## src/rtl/qpu_event_trigger_pkg.sv

```systemverilog
// Shared definitions for the QPU event trigger receiver.
// Holds the default channel count and field widths, the bit offsets of the
// timestamp and payload inside one event word, and the per-channel
// scheduler state type.
package qpu_event_trigger_pkg;

  localparam int QPU_EVENT_NUM     = 4;
  localparam int QPU_TIME_WIDTH    = 32;
  localparam int QPU_PAYLOAD_WIDTH = 16;
  localparam int QPU_EVENT_WIDTH   = QPU_TIME_WIDTH + QPU_PAYLOAD_WIDTH;

  // An event word is {timestamp, payload}; the payload sits in the low bits.
  localparam int QPU_PAYLOAD_LSB   = 0;
  localparam int QPU_TS_LSB        = QPU_PAYLOAD_WIDTH;

  typedef enum logic {
    CH_IDLE  = 1'b0,
    CH_ARMED = 1'b1
  } ch_state_e;

endpackage

```

## src/rtl/qpu_event_trigger_fifo.sv

```systemverilog
// qpu_event_fifo: single-clock FIFO holding timestamped events for one channel.
// Ports:
//   clk, rst    clock and synchronous active-high reset (clears pointers)
//   push_i      write wdata_i; ignored when full unless a pop happens too
//   pop_i       drop the head entry; ignored when empty
//   wdata_i     event word to write
//   head_o      current head entry (valid when empty_o=0)
//   full_o      all DEPTH entries occupied
//   empty_o     no entries
//   last_o      exactly one entry left
module qpu_event_fifo
  import qpu_event_trigger_pkg::*;
#(
  parameter int WIDTH = QPU_EVENT_WIDTH,
  parameter int DEPTH = 4
) (
  input  logic             clk,
  input  logic             rst,
  input  logic             push_i,
  input  logic             pop_i,
  input  logic [WIDTH-1:0] wdata_i,
  output logic [WIDTH-1:0] head_o,
  output logic             full_o,
  output logic             empty_o,
  output logic             last_o
);

  localparam int AW = $clog2(DEPTH);

  logic [WIDTH-1:0] mem_q [DEPTH];
  // One extra pointer bit distinguishes full from empty when the indices match.
  logic [AW:0] wr_ptr_q, wr_ptr_d;
  logic [AW:0] rd_ptr_q, rd_ptr_d;
  logic [AW:0] count;
  logic        push_ok, pop_ok;

  assign count   = wr_ptr_q - rd_ptr_q;
  assign empty_o = (wr_ptr_q == rd_ptr_q);
  assign full_o  = (wr_ptr_q[AW] != rd_ptr_q[AW]) &&
                   (wr_ptr_q[AW-1:0] == rd_ptr_q[AW-1:0]);
  assign last_o  = (count == (AW+1)'(1));
  assign head_o  = mem_q[rd_ptr_q[AW-1:0]];

  assign pop_ok  = pop_i && !empty_o;
  // A full FIFO still accepts a write when the head leaves in the same cycle.
  assign push_ok = push_i && (!full_o || pop_ok);

  always_comb begin
    wr_ptr_d = wr_ptr_q + {{AW{1'b0}}, push_ok};
    rd_ptr_d = rd_ptr_q + {{AW{1'b0}}, pop_ok};
  end

  always_ff @(posedge clk) begin
    if (rst) begin
      wr_ptr_q <= '0;
      rd_ptr_q <= '0;
    end else begin
      wr_ptr_q <= wr_ptr_d;
      rd_ptr_q <= rd_ptr_d;
    end
  end

  // Storage needs no reset: the pointers decide what is readable.
  always_ff @(posedge clk) begin
    if (push_ok) mem_q[wr_ptr_q[AW-1:0]] <= wdata_i;
  end

endmodule

```

## src/rtl/qpu_event_trigger.sv

```systemverilog
// qpu_event_trigger: timing-side receiver of the EXU trigger interface.
// Owns the timeline counter, buffers timestamped events per channel and
// issues each one when the timeline reaches its timestamp.
// Ports:
//   clk, rst             clock and synchronous active-high reset
//   trigger_i_clk_ena    timeline advance enable
//   trigger_o_clk        timeline value, fed back to the EXU
//   trigger_i_valid      per-channel push strobe
//   trigger_i_data       per-channel {timestamp, payload}, channel k in slice k
//   event_o_valid        one-cycle issue pulse per channel
//   event_o_payload      issued payload per channel
//   fifo_o_full          per-channel FIFO full status
//   err_o_overflow       sticky: push dropped on a full channel
//   err_o_late           sticky: event issued after its timestamp
//   err_i_clr            clears both sticky error vectors
//
// Per-channel scheduler:
//   state    | meaning
//   CH_IDLE  | channel FIFO empty, nothing to compare
//   CH_ARMED | head entry present, compared against the timeline every cycle
module qpu_event_trigger
  import qpu_event_trigger_pkg::*;
#(
  parameter int EVENT_NUM  = QPU_EVENT_NUM,
  parameter int TIME_W     = QPU_TIME_WIDTH,
  parameter int PAYLOAD_W  = QPU_PAYLOAD_WIDTH,
  parameter int FIFO_DEPTH = 4
) (
  input  logic                                  clk,
  input  logic                                  rst,
  input  logic                                  trigger_i_clk_ena,
  output logic [TIME_W-1:0]                     trigger_o_clk,
  input  logic [EVENT_NUM-1:0]                  trigger_i_valid,
  input  logic [EVENT_NUM*(TIME_W+PAYLOAD_W)-1:0] trigger_i_data,
  output logic [EVENT_NUM-1:0]                  event_o_valid,
  output logic [EVENT_NUM*PAYLOAD_W-1:0]        event_o_payload,
  output logic [EVENT_NUM-1:0]                  fifo_o_full,
  output logic [EVENT_NUM-1:0]                  err_o_overflow,
  output logic [EVENT_NUM-1:0]                  err_o_late,
  input  logic                                  err_i_clr
);

  localparam int EW = TIME_W + PAYLOAD_W;

  logic [TIME_W-1:0]                 time_q, time_d;
  ch_state_e [EVENT_NUM-1:0]         state_q, state_d;
  logic [EVENT_NUM-1:0]              ev_valid_q, ev_valid_d;
  logic [EVENT_NUM*PAYLOAD_W-1:0]    ev_payload_q, ev_payload_d;
  logic [EVENT_NUM-1:0]              ovf_q, ovf_d;
  logic [EVENT_NUM-1:0]              late_q, late_d;

  logic [EVENT_NUM-1:0][EW-1:0]      fifo_head;
  logic [EVENT_NUM-1:0][PAYLOAD_W-1:0] head_payload;
  logic [EVENT_NUM-1:0]              fifo_full, fifo_empty, fifo_last, fifo_push;
  logic [EVENT_NUM-1:0]              ch_due, ch_late, ch_drop;

  for (genvar gk = 0; gk < EVENT_NUM; gk++) begin : g_ch
    logic [TIME_W-1:0] head_ts;
    logic [TIME_W-1:0] delta;
    logic              armed;

    assign head_ts = fifo_head[gk][PAYLOAD_W +: TIME_W];
    assign head_payload[gk] = fifo_head[gk][PAYLOAD_W-1:0];
    assign armed = (state_q[gk] == CH_ARMED) && !fifo_empty[gk];

    // Modular distance to the head timestamp; a set MSB means it is already
    // behind the timeline (or too far ahead to be distinguished from that).
    assign delta       = head_ts - time_q;
    assign ch_late[gk] = armed && delta[TIME_W-1];
    assign ch_due[gk]  = armed && ((delta == '0) || delta[TIME_W-1]);

    assign fifo_push[gk] = trigger_i_valid[gk] && (!fifo_full[gk] || ch_due[gk]);
    assign ch_drop[gk]   = trigger_i_valid[gk] && fifo_full[gk] && !ch_due[gk];

    qpu_event_fifo #(
      .WIDTH (EW),
      .DEPTH (FIFO_DEPTH)
    ) u_fifo (
      .clk     (clk),
      .rst     (rst),
      .push_i  (fifo_push[gk]),
      .pop_i   (ch_due[gk]),
      .wdata_i (trigger_i_data[gk*EW +: EW]),
      .head_o  (fifo_head[gk]),
      .full_o  (fifo_full[gk]),
      .empty_o (fifo_empty[gk]),
      .last_o  (fifo_last[gk])
    );
  end

  always_comb begin
    time_d       = trigger_i_clk_ena ? time_q + TIME_W'(1) : time_q;
    state_d      = state_q;
    ev_valid_d   = ch_due;
    ev_payload_d = '0;
    for (int k = 0; k < EVENT_NUM; k++) begin
      if (ch_due[k]) ev_payload_d[k*PAYLOAD_W +: PAYLOAD_W] = head_payload[k];
      case (state_q[k])
        // A push into an empty FIFO is only compared from the next cycle on.
        CH_IDLE:  if (fifo_push[k]) state_d[k] = CH_ARMED;
        CH_ARMED: if (ch_due[k] && fifo_last[k] && !fifo_push[k]) state_d[k] = CH_IDLE;
        default:  state_d[k] = CH_IDLE;
      endcase
    end
    // A new error in the clearing cycle still sets its bit.
    ovf_d  = (ovf_q  & ~{EVENT_NUM{err_i_clr}}) | ch_drop;
    late_d = (late_q & ~{EVENT_NUM{err_i_clr}}) | ch_late;
  end

  always_ff @(posedge clk) begin
    if (rst) begin
      time_q       <= '0;
      state_q      <= {EVENT_NUM{CH_IDLE}};
      ev_valid_q   <= '0;
      ev_payload_q <= '0;
      ovf_q        <= '0;
      late_q       <= '0;
    end else begin
      time_q       <= time_d;
      state_q      <= state_d;
      ev_valid_q   <= ev_valid_d;
      ev_payload_q <= ev_payload_d;
      ovf_q        <= ovf_d;
      late_q       <= late_d;
    end
  end

  assign trigger_o_clk   = time_q;
  assign event_o_valid   = ev_valid_q;
  assign event_o_payload = ev_payload_q;
  assign fifo_o_full     = fifo_full;
  assign err_o_overflow  = ovf_q;
  assign err_o_late      = late_q;

endmodule

```

## config.mk

```make
export PLATFORM = sky130hd
export DESIGN_NAME = qpu_event_trigger
export DESIGN_NICKNAME = d
export VERILOG_FILES = /design/src/rtl/qpu_event_trigger_pkg.sv /design/src/rtl/qpu_event_trigger_fifo.sv /design/src/rtl/qpu_event_trigger.sv
export SDC_FILE = /design/constraint.sdc
export NUM_CORES = 1
export LEC_CHECK = 0
export BUFFER_PORTS_ARGS = -buffer_cell sky130_fd_sc_hd__buf_2
export CAP_MARGIN = 20
export CORE_AREA = 2 2 259 261
export CTS_BUF_LIST = sky130_fd_sc_hd__clkbuf_4
export DETAILED_ROUTE_END_ITERATION = 10
export DIE_AREA = 0 0 261 263
export PLACE_DENSITY = 0.91
export SYNTH_ARGS = -nofsm -noshare
export SYNTH_HDL_FRONTEND = slang
export SYNTH_SLANG_ARGS = --single-unit
```

## constraint.sdc

```tcl
create_clock -name clk -period 10.3 [get_ports clk]
set_input_delay 0.515 -clock clk [delete_from_list [all_inputs] [get_ports clk]]
set_output_delay 0.515 -clock clk [all_outputs]
set_load 0.02 [all_outputs]
```

### After elaboration in Yosys (flattened, before gate mapping)

Memory sizes are Yosys's and may differ from the RTL's. A register that Yosys moved wholly into a read port is not among the register bits.
Index checks and enable logic that the tools add are counted.
Widths: inputs -> output; s select.

| word-level totals | value |
|---|---|
| bits in registers | 136 |
| RAM bits | 768 |
| bits of input ports | 200 |
| output and inout bits | 112 |
| word-level logic and storage cells | 174 |
| memories kept | 4 |

Memory list:

| memory | words | width | rd ports | clocked after memory_dff | wr ports | RTL line | RTL |
|---|---|---|---|---|---|---|---|
| g_ch[0].u_fifo.mem_q | 4 | 48 | 1 | 1 | 1 | qpu_event_trigger_fifo.sv:30 | `logic [WIDTH-1:0] mem_q [DEPTH];` |
| g_ch[1].u_fifo.mem_q | 4 | 48 | 1 | 1 | 1 | qpu_event_trigger_fifo.sv:30 |  |
| g_ch[2].u_fifo.mem_q | 4 | 48 | 1 | 1 | 1 | qpu_event_trigger_fifo.sv:30 |  |
| g_ch[3].u_fifo.mem_q | 4 | 48 | 1 | 1 | 1 | qpu_event_trigger_fifo.sv:30 |  |

| operators by class | value |
|---|---|
| $add $sub $neg | 17 |
| equality and inequality tests | 16 |
| mux-type cells | 24 |
| bitwise logic cells | 13 |
| reduce and logical (&&, ||, !) cells | 80 |

Operators by type and width:

| operator | count |
|---|---|
| $logic_not 32->1 | 4 |
| $sub 32x32->32 | 4 |
| $logic_and 1x1->1 | 44 |
| $add 32x1->32 const B | 1 |
| $add 3x1->3 | 8 |
| $logic_not 1->1 | 16 |
| $mux 1 | 16 |
| $eq 3x1->1 const B | 4 |
| $eq 3x3->1 | 4 |
| $logic_or 1x1->1 | 12 |
| $sub 3x3->3 | 4 |
| $and 4x4->4 | 2 |
| $eq 2x2->1 | 4 |
| $mux 2 | 4 |
| $not 1->1 | 8 |
| $or 4x4->4 | 2 |
| $pmux 1 s2 | 4 |
| $reduce_or 2->1 | 4 |
| $ne 1x1->1 | 4 |
| $not 4->4 | 1 |

### Longest topological paths before layout

| logic depth | value |
|---|---|
| depth in word-level cells | 10 |
| gate-level depth with buffers | 21 |
| depth with buffers taken out | 18 |

### Cells and area by module

Synthesis repeated with hierarchy kept, for this count alone.

| second synthesis, totals | value |
|---|---|
| cell total of the unflattened synthesis | 2813 |
| area total of the unflattened synthesis | 41442.2 um^2 |

By module, submodules not included:

| module | times used | cells each | area an instance (um^2) | sequential area each (um^2) |
|---|---|---|---|---|
| qpu_event_fifo (g_ch[0].u_fifo ...) | 2 | 292 | 7318.3 | 5885.6 |
| qpu_event_fifo (g_ch[1].u_fifo ...) | 2 | 291 | 7314.5 | 5885.6 |
| qpu_event_trigger | 1 | 1647 | 12176.7 | 2242.2 |

### Worst setup path after synthesis

No wires, ideal clock.

| timing | value |
|---|---|
| path kind | reg-to-reg |
| from | register g_ch[3].u_fifo.rd_ptr_q[0] |
| to | memory g_ch[3].u_fifo.mem_q[0][0] (netlist name), enable pin |
| data arrival time | 7.843 ns |
| required time | 9.787 ns |
| slack | 1.944 ns |
| stages on the path, launching flop included | 17 |
| cells stage by stage | dfxtp_1 -> buf_1 -> buf_1 -> mux4_2 -> inv_1 -> ha_1 -> fa_1 -> nand2b_1 -> a211oi_1 -> o2111ai_1 -> a21o_1 -> o311ai_1 -> and3_1 -> o221ai_1 -> nor4_2 -> o21ai_1 -> nor3_1 |

| between the ends | value |
|---|---|
| cells in the longest elaborated chain, start to end | 9 |

Ends and longest elaborated chain:

| item | RTL line | RTL |
|---|---|---|
| start, declared | qpu_event_trigger_fifo.sv:33 | `logic [AW:0] rd_ptr_q, rd_ptr_d;` |
| start signal, assigned | qpu_event_trigger_fifo.sv:59 | `rd_ptr_q <= rd_ptr_d;` |
| $eq 3x3->1 | qpu_event_trigger_fifo.sv:38 | `assign empty_o = (wr_ptr_q == rd_ptr_q);` |
| $logic_not 1->1 | qpu_event_trigger_fifo.sv:44, qpu_event_trigger.sv:64 |  |
| $logic_and 1x1->1 | qpu_event_trigger.sv:64 | `assign armed = (state_q[gk] == CH_ARMED) && !fifo_empty[gk];` |
| $logic_and 1x1->1 | qpu_event_trigger.sv:70 | `assign ch_due[gk] = armed && ((delta == '0) \|\| delta[TIME_W-1]);` |
| $logic_or 1x1->1 / $logic_and 1x1->1 (equally long branches) | qpu_event_trigger.sv:72, qpu_event_trigger_fifo.sv:44 |  |
| $logic_and 1x1->1 / $logic_or 1x1->1 (equally long branches) | qpu_event_trigger.sv:72, qpu_event_trigger_fifo.sv:46 |  |
| $logic_and 1x1->1 (*) | qpu_event_trigger_fifo.sv:46 | `assign push_ok = push_i && (!full_o \|\| pop_ok);` |
| $mux 1 (*) | qpu_event_trigger_fifo.sv:65 | `if (push_ok) mem_q[wr_ptr_q[AW-1:0]] <= wdata_i;` |
| $mux 1 (implied by the code) (*) | qpu_event_trigger_fifo.sv:65 |  |
| end, declared | qpu_event_trigger_fifo.sv:30 |  |

Every way passes the cells marked *; elsewhere a longest branch is shown, timed or not.

### Worst setup path in the final report

| timing | value |
|---|---|
| from | register g_ch[0].u_fifo.rd_ptr_q[0] |
| to | memory g_ch[0].u_fifo.mem_q[1][19] (netlist name), enable pin |

| between the ends | value |
|---|---|
| cells in the longest elaborated chain, start to end | 9 |

Ends and longest elaborated chain:

| item | RTL line |
|---|---|
| start, declared | qpu_event_trigger_fifo.sv:33 |
| start signal, assigned | qpu_event_trigger_fifo.sv:59 |
| $eq 3x3->1 | qpu_event_trigger_fifo.sv:38 |
| $logic_not 1->1 | qpu_event_trigger_fifo.sv:44, qpu_event_trigger.sv:64 |
| $logic_and 1x1->1 | qpu_event_trigger.sv:64 |
| $logic_and 1x1->1 | qpu_event_trigger.sv:70 |
| $logic_or 1x1->1 / $logic_and 1x1->1 (equally long branches) | qpu_event_trigger.sv:72, qpu_event_trigger_fifo.sv:44 |
| $logic_and 1x1->1 / $logic_or 1x1->1 (equally long branches) | qpu_event_trigger.sv:72, qpu_event_trigger_fifo.sv:46 |
| $logic_and 1x1->1 (*) | qpu_event_trigger_fifo.sv:46 |
| $mux 1 (*) | qpu_event_trigger_fifo.sv:65 |
| $mux 1 (implied by the code) (*) | qpu_event_trigger_fifo.sv:65 |
| end, declared | qpu_event_trigger_fifo.sv:30 |

Marked as above.

==> impl_metrics.tcl <==
set metrics [dict create \
    cts-htree-levels 4 \
    fin_setup_tns_ns 0 \
    p_leak_nw 17.5 \
    syn_area_mm2 0.0413 \
    fmax_mhz 143 \
    synth-seq-area-share_pct 62.5 \
    final_area_mm2 0.0487 \
    synthCells 2801 \
    p_per_area_mw_per_mm2 179 \
    cts.sinks 904 \
    cts.clk_slew.worst_paths_ns 0.07 \
    area_growth_pct 18.0 \
    row_count 94 \
    dp_hpwl_mm 73.8 \
    ff_latch_area_mm2 0.0258 \
    drive_above_1_share_pct 26.9 \
    initial_core_util_pct 62.9 \
    first_pass_iters 9 \
    synth_top_area_cell "edfxtp_1" \
    synth_most_common_cell "edfxtp_1" \
    routed_wl_mm 118 \
    place_area_mm2 0.0438 \
    fin_cells 4504 \
    clk-insertion-delay-late_ns 1.11 \
    die_y_um 263 \
    setup_viol 0 \
    timing.critical_path.arrival_ns 7.64 \
    start_kind "flip-flop" \
    postSynth.asyncResetShare_pct 0 \
    die_w_um 261 \
    synth_cell_type_count 95 \
    io_pins 312 \
    synth_flop_cell "edfxtp_1" \
    worst-setup-path-type "flip-flop to flip-flop" \
    path_max_fanout 27 \
    min_path_type "primary input to flip-flop" \
    first_iter_violations 3789 \
    fin_nets 3804 \
    dp.cells 3899 \
    endpoint_kind "flip-flop" \
    synthTopCellsByCount "768 x edfxtp_1, 192 x mux4_2, 149 x ha_1" \
    ys_ff_latch 904 \
    grt_pass1_wl_mm 175 \
    worstMarginPinSlew_ns 1.04 \
    grt_usage_pct 34.3 \
    via_per_inst 6.47 \
    numPortBuffers 311 \
    final.min_clock_period_ns 6.98 \
    grt_max_degree 58 \
    coreArea_mm2 0.0656 \
    syn_area_per_cell_um2 14.7 \
    dr_total_vias 29100 \
    fin_crit_sh_pct 67.7 \
    cts_buffers 210 \
    finalMaxSlewViolations 0 \
    grt-ovfl-total 0 \
    ctsResizeCount 0 \
    slew_headroom_pct 30.7 \
    finClkSkew_ns 0.102 \
    wire_per_inst_um 26.2 \
    cap_violations 0 \
    crit_required_ns 10.96 \
    synth_warnings 0 \
    drc 0 \
    grt_pass1_vias 29400 \
    finalHoldViolCount 0 \
    design.die.area_mm2 0.0686 \
    synth_enable_flop_cells 768 \
    cts_tree "yes" \
    ir_worst_vdd_mv 0.154 \
    ant_nets 0 \
    status "finished clean" \
    gp_congestion 0.951 \
    netlist.area_leader.share_pct 55.9 \
    fill_cells 3900 \
    yosys-top-cells-area "edfxtp_1 56%, mux4_2 10%, dfxtp_1 6.6%, ha_1 4.5%, a21oi_1 1.6%" \
    synth_fp_nets 3158 \
    antenna_found_initial 8 \
    clock_path_buffers 3 \
    rsz0062_at_grt "false" \
    multi_input_area_mm2 0.0147 \
    cts-root-buf "clkbuf_4" \
]
[kinds of logic (layout without fill, tap and decap cells)]
group           count (synthesis)  count (layout)  synth area share, %
compound gates                532             532                 8.73
mux                           209             209                 10.9
xor+xnor                       88              88                 1.87
simple gates                  697             697                 9.00
other cells                     0               8                    0
flops                         904             904                 62.5
buf+inv                       214            1045                 2.12
fa+ha+maj                     157             157                 4.91
[sequential cells by signal (all words and copies together), names as in the netlist, 12 cells and up]
| name | count |
|---|---|
| g_ch.u_fifo.mem_q | 768 |
| event_o_payload | 64 |
| trigger_o_clk | 32 |
| g_ch.u_fifo.rd_ptr_q | 12 |
| g_ch.u_fifo.wr_ptr_q | 12 |
[report_power, final]
part | leakage (nW) | internal, mW | switching, mW | total [mW]
Combinational | 7.60 | 0.598 | 0.862 | 1.46
Clock | 1.73 | 1.54 | 1.52 | 3.05
Sequential | 8.16 | 4.15 | 0.0820 | 4.23
[layout make-up]
type / count / area share, %
inverters: 95 / 0.732
repair buffers: 553 / 7.97
clock buffers: 340 / 5.24
flip-flops and latches: 904 / 53.0
well taps: 864 / 2.22
multi-input cells: 1683 / 30.1
clock inverters: 57 / 0.683
diodes: 8 / 0.0411
[final timing paths]
check                                           startpoint                           to  slack [ns]  cells after the start
worst min register to register               err_o_late[0]                err_o_late[0]        0.52                      2
worst max register to register  g_ch[0].u_fifo.rd_ptr_q[0]  g_ch[0].u_fifo.mem_q[1][19]        3.32                     16
worst min-delay path                     trigger_i_data[0]   g_ch[0].u_fifo.mem_q[0][0]        0.16                      2
worst max-delay path            g_ch[0].u_fifo.rd_ptr_q[0]  g_ch[0].u_fifo.mem_q[1][19]        3.32                     16
[critical path, stage by stage, from the launching register on]
cell and delay (ns):
dfxtp_4 0.65, buf_4 0.57, mux4_2 0.34, inv_1 0.05, ha_1 0.21, fa_1 0.45, nand2b_1 0.22, a21oi_2 0.31
o21ai_1 0.18, a2111oi_0 0.83, or3_1 0.25, o211ai_1 0.12, or4_4 0.55, nor4_4 0.32, a21o_1 0.27, and4_2 0.66
buf_4 0.49
[per-layer routing]
| layer | wire (um) | GRT usage [%] |
|---|---|---|
| met1 | 43700 | 44.9 |
| met2 | 58100 | 55.2 |
| met3 | 11400 | 8.29 |
| met4 | 4900 | 14.9 |
| met5 | 0 | 0 |
[cells in the final DEF (no fill, tap or decap), types with 69 or more instances in the layout]
cell type and instances:
dlygate4sd3_1 200, edfxtp_1 768, nand2_1 135, nor2_1 145, clkbuf_4 340, ha_1 149, buf_2 310, mux4_2 192
dfxtp_1 128, nor2b_1 69, o21ai_0 92, inv_1 94, a21oi_1 133
[metrics by stage]
stage	power, mW	hold slack, ns	setup slack, ns	util [%]
after floorplan	5.24	0.442	1.94	-
after global placement	5.60	0.452	3.79	66.7
after detailed placement	5.64	0.491	3.55	66.7
after CTS	8.66	0.0552	3.44	74.2
after global routing	9.06	0.101	2.94	74.2
final	8.74	0.162	3.32	74.2
[timing repair]
item,in CTS,in global routing
buffers inserted,0,0
endpoints found under the hold margin,813,0
hold buffers,200,0
setup endpoints to repair,0,0
Note: power is estimated with default switching activity, not from simulation.
